--- src/rtl/uart_pkg.sv ---
// Shared UART receive constants so the receiver FSM and the SIPO agree on
// frame width and bit order.
package uart_pkg;

    localparam int DATA_BITS      = 5;
    // UART frames put the least-significant data bit on the line first.
    localparam bit UART_LSB_FIRST = 1'b1;

    function automatic int count_width(input int width);
        return $clog2(width + 1);
    endfunction

endpackage

--- src/rtl/uart_sipo.sv ---
// Serial-in/parallel-out shift register for the UART receive datapath:
// one sampled RX bit enters per shift strobe, the assembled word is on dout.
module uart_sipo
    import uart_pkg::*;
#(
    parameter int WIDTH     = DATA_BITS,
    parameter bit LSB_FIRST = UART_LSB_FIRST
) (
    input  logic                               rxin,
    input  logic                               clk,
    input  logic                               shift,
    input  logic                               rst,
    output logic [WIDTH-1:0]                   dout,
    output logic [count_width(WIDTH)-1:0]      count,
    output logic                               full
);

    localparam int CW = count_width(WIDTH);
    localparam logic [CW-1:0] CMAX = CW'(WIDTH);

    generate
        if (WIDTH < 2) begin : g_width_check
            $error("uart_sipo: WIDTH must be >= 2");
        end
    endgenerate

    // LSB-first frames enter at the top so the first bit ends up in dout[0].
    function automatic logic [WIDTH-1:0] shift_in(input logic [WIDTH-1:0] cur,
                                                  input logic             bit_in);
        if (LSB_FIRST)
            return {bit_in, cur[WIDTH-1:1]};
        else
            return {cur[WIDTH-2:0], bit_in};
    endfunction

    always_ff @(posedge clk or negedge rst) begin
        if (!rst) begin
            dout  <= '0;
            count <= '0;
            full  <= 1'b0;
        end else if (shift) begin
            dout <= shift_in(dout, rxin);
            // Old bits keep falling out past WIDTH; the count just saturates.
            if (count != CMAX) begin
                count <= count + 1'b1;
                full  <= (count == CMAX - 1'b1);
            end
        end
    end

endmodule

--- config.mk ---
export PLATFORM = sky130hd
export DESIGN_NAME = uart_sipo
export DESIGN_NICKNAME = d
export VERILOG_FILES = /design/src/rtl/uart_pkg.sv /design/src/rtl/uart_sipo.sv
export SDC_FILE = /design/constraint.sdc
export NUM_CORES = 1
export LEC_CHECK = 0
export ABC_AREA = 1
export CAP_MARGIN = 10
export CORE_AREA = 2 2 39 41
export CTS_BUF_LIST = sky130_fd_sc_hd__clkbuf_4
export CTS_CLUSTER_SIZE = 10
export DETAILED_ROUTE_END_ITERATION = 7
export DIE_AREA = 0 0 41 43
export GPL_TIMING_DRIVEN = 0
export PLACE_DENSITY = 0.66
export SYNTH_ARGS = -nofsm -noshare
export SYNTH_HDL_FRONTEND = slang
export SYNTH_SLANG_ARGS = --single-unit
--- constraint.sdc ---
create_clock -name clk -period 1.9 [get_ports clk]
set_clock_uncertainty 0.15 [all_clocks]
set_input_delay 0.19 -clock clk [delete_from_list [all_inputs] [get_ports clk]]
set_output_delay 0.19 -clock clk [all_outputs]
set_load 0.01 [all_outputs]
* Word level (Yosys, flattened, before mapping)
Cells that the tools add are included.
** Storage, ports and cells
- Register bits :: 9
- Bits in latches :: 0
- Memory bits (writable) :: 0
- Bits in read-only memories :: 0
- Logic and storage cells :: 7
- Memories :: 0
** Cells by class
- Add/subtract/negate cells :: 1
- $mul :: 0
- Div/mod/pow operators :: 0
- $lt $le $gt $ge :: 0
- Eq/ne operators :: 2
- Shift operators :: 0
- Multiplexer cells :: 0
- Bitwise logic cells :: 0
- Reduce and logical (&&, ||, !) cells :: 1
** Operators by type and width (count)
- adder 3 x 1 -> 3 bit (second input constant) :: 1
- == test 3 bit (second input constant) :: 1
- != test 3 bit (second input constant) :: 1
- AND reduction 2 bit :: 1

* Logic depth before layout (Yosys ltp)
- Depth in word-level cells :: 2
- Gate-level depth with buffers :: 6
- Depth with buffers taken out :: 6

* Worst setup path before layout
OpenSTA, ideal clock, no wires.
- Path type :: flip-flop to flip-flop
- Start :: reg count[1]
- End :: reg count[0]
- Arrival time :: 0.939 ns
- Required time :: 1.633 ns
- Slack :: 0.694 ns
- Cell stages (with the launch flop) :: 7
- Buffers on the path :: 0
- Path through :: dfrtp_1 -> inv_1 -> ha_1 -> nand2_1 -> nand2_1 -> nand2_1 -> nand2_1
** On the way
- Cells in the longest elaborated chain, start to end :: 2
** Ends and longest elaborated chain
- from (decl) :: line uart_sipo.sv:14 : output logic [count_width(WIDTH)-1:0] count,
- from (signal assigned) :: line uart_sipo.sv:45 : count <= count + 1'b1;
- != test 3 bit :: line uart_sipo.sv:44 : if (count != CMAX) begin
- AND reduction 2 bit (no line)
Every way passes these cells.
A chain may end at the register's enable or synchronous reset.

* Final worst setup path
- Start :: reg count[0]
- End :: out count[0]
No word-level cell between the ends.

==> results.yml <==
global_route:
  grt_max_degree: 11
  grt_use_total_pct: 10.3
  grt_pass1_vias: 314
  antenna_found_initial: 0
  grt_pass1_wl_um: 1210
  grt-ovfl-total: 0
worst_setup_path:
  crit_arrival_ns: 1.25
  crit_family: "buffers and inverters"
  startpoint: "count[0]$_DFFE_PN0P_"
  r2r-start: "count[1]$_DFFE_PN0P_"
  startpoint_type: "flop"
  path_cells: "clkdlybuf4s50_1"
  cp_max_fo: 5
  critical_path_buf_inv_count: 1
  crit_end: "count[0]"
  cp_slowest_cell: "clkdlybuf4s50_1"
  cp.depth: 1
  cp-end-kind: "output pin"
  worstRegToRegCells: 6
  cp_slowest_stage_delay_ns: 0.57
  critical_path_required_ns: 1.56
  r2r_slack_ns: 0.62
  criticalPathCategory: "flop to output pin"
  r2r_end: "count[0]$_DFFE_PN0P_"
clocking:
  ctsHoldBuffers: 0
  cts_setup_buffers: 0
  clock_path_buffers: 2
  clk-insertion-delay-late_ns: 0.26
  cts-buffers-inserted: 3
  htree_levels: 1
  clk_pin_slew_ns: 0.07
  cts_tree: "built"
  cts.repair.resized: 0
  cts_root_buffer: "clkbuf_4"
  cts_sinks: 9
finish:
  fin_cells: 82
  register_area_um2: 225
  nNetsFinal: 74
  mostFrequentLayoutCell: "nand2_1"
  areaGrowthSynthToFinish_pct: 39.8
  utilization_pct: 42.6
  final_cell_mix: "nand2_1, clkdlybuf4s50_1, inv_1, dfrtp_1"
  final_area_um2: 589
  drive_gt1_share_pct: 7.58
  fillers: 145
  multi_input_area_um2: 151
  antenna_cells: 0
timing:
  setup_viol: 0
  fmax_mhz: 628
  slew_headroom_pct: 72.3
  final.setup.tns_ns: 0
  rsz0062_at_grt: "false"
  slew_viol_final: 0
  tightestPinTransition_ns: 0.414
  period_share_pct: 83.8
  min_period_ns: 1.59
  hold_violations: 0
die:
  io_pins: 13
  dieHeight_um: 43
  fp.coreArea_um2: 1380
  die_area_um2: 1760
  dieWidth_um: 41
  row_count: 14
  start_util_pct: 30.5
logic_synthesis:
  synth_area_um2: 422
  yosysSeqAreaShare_pct: 53.4
  ys_types: 9
  syn_area_per_cell_um2: 8.43
  synth_seq_cells: 9
  syn_nets: 57
  synth_cells: 50
  yosysWarnings: 0
routing:
  vias_per_cell: 4.41
  first_pass_iters: 2
  final_antenna_net_count: 0
  drt_iter0_markers: 8
  num_vias: 362
  routedWlPerCell_um: 9.23
  post-route-drc-count: 0
  wirelength_um: 757
placed_design:
  dp_hpwl_um: 581
  gp_congestion: 0.715
  place_area_um2: 562
  dp.cells: 78
  io_buffers: 12
pwr:
  clockPowerShare_pct: 20.4
  p_per_area_nw_per_um2: 1270
  p_leak_nw: 0.313
  combPwrFrac_pct: 39.9
  netSwitchingFraction_pct: 35.7
  vdd_ir_drop_max_uv: 369
  p_int_uw: 481
  seq_power_share_pct: 39.7
  p_sw_uw: 267
  finalPower_uw: 748
job:
  maxCapViolations: 0
status:
  status: "finished clean"
worst_hold_path:
  min_path_type: "primary input to asynchronous set/reset pin"
[synth_stat cells (all sizes together)]
cell type,instances,area [um^2]
a21oi,2,10.0
buf,1,11.3
dfrtp,9,225
ha,3,37.5
inv,9,33.8
nand2,18,67.6
nand3,2,10.0
nor2,3,11.3
o21ai,3,15.0
[layout make-up]
type	instances	share of cell area [%]
clock buffer	3	3.82
buffer	1	1.91
multi-input combinational	31	25.7
inverter	9	5.73
clock inverter	1	0.849
timing repair buffer	12	20.4
tap	16	3.40
sequential	9	38.2
[sequential cells by signal (all words and copies together) (netlist names)]
signal,count
full,1
count,3
dout,5
[through the flow]
step / worst slack (ns) / hold slack, ns
finish: 0.308 / 0.0692
floorplan: 0.694 / -0.256
CTS: 0.294 / 0.0897
global placement: 0.576 / 0.309
global route: 0.271 / 0.117
detailed placement: 0.562 / 0.321
[worst min-delay path by stage]
stage	end	slack, ns	from
3_5_place_dp	full$_DFFE_PN0P_	0.32	full$_DFFE_PN0P_
5_1_grt	count[2]$_DFFE_PN0P_	0.12	rst
6_report	count[2]$_DFFE_PN0P_	0.07	rst
2_1_floorplan	count[0]$_DFFE_PN0P_	-0.26	rst
4_1_cts	count[2]$_DFFE_PN0P_	0.09	rst
3_3_place_gp	full$_DFFE_PN0P_	0.31	full$_DFFE_PN0P_
[cell families (layout without fill, tap and decap cells)]
kind of cell               after synthesis  in the layout  share of synthesized area (%)
and+or+nand+nor                         23             23                           21.1
adders and majority gates                3              3                           8.90
DFF                                      9              9                           53.4
buffers and inverters                   10             26                           10.7
AOI/OAI and AO/OA                        5              5                           5.93
[per-layer routing]
layer  part of all wire, %  vias to the layer above  global-route usage, %
met5                     0                        -                      0
met4                   2.5                        0                   8.00
met3                   2.9                        3                   1.57
met2                    50                        9                   15.0
met1                    44                      169                   13.0
li1                      -                      181                      -
[power groups by stage]
stage | sequential, mW | combinational, mW | clock, mW
6_report | 0.297 | 0.298 | 0.152
3_3_place_gp | 0.298 | 0.294 | 0
5_1_grt | 0.308 | 0.341 | 0.163
3_5_place_dp | 0.302 | 0.302 | 0
2_1_floorplan | 0.320 | 0.132 | 0
4_1_cts | 0.299 | 0.304 | 0.156
No activity file was read; power rests on OpenSTA's default activity.
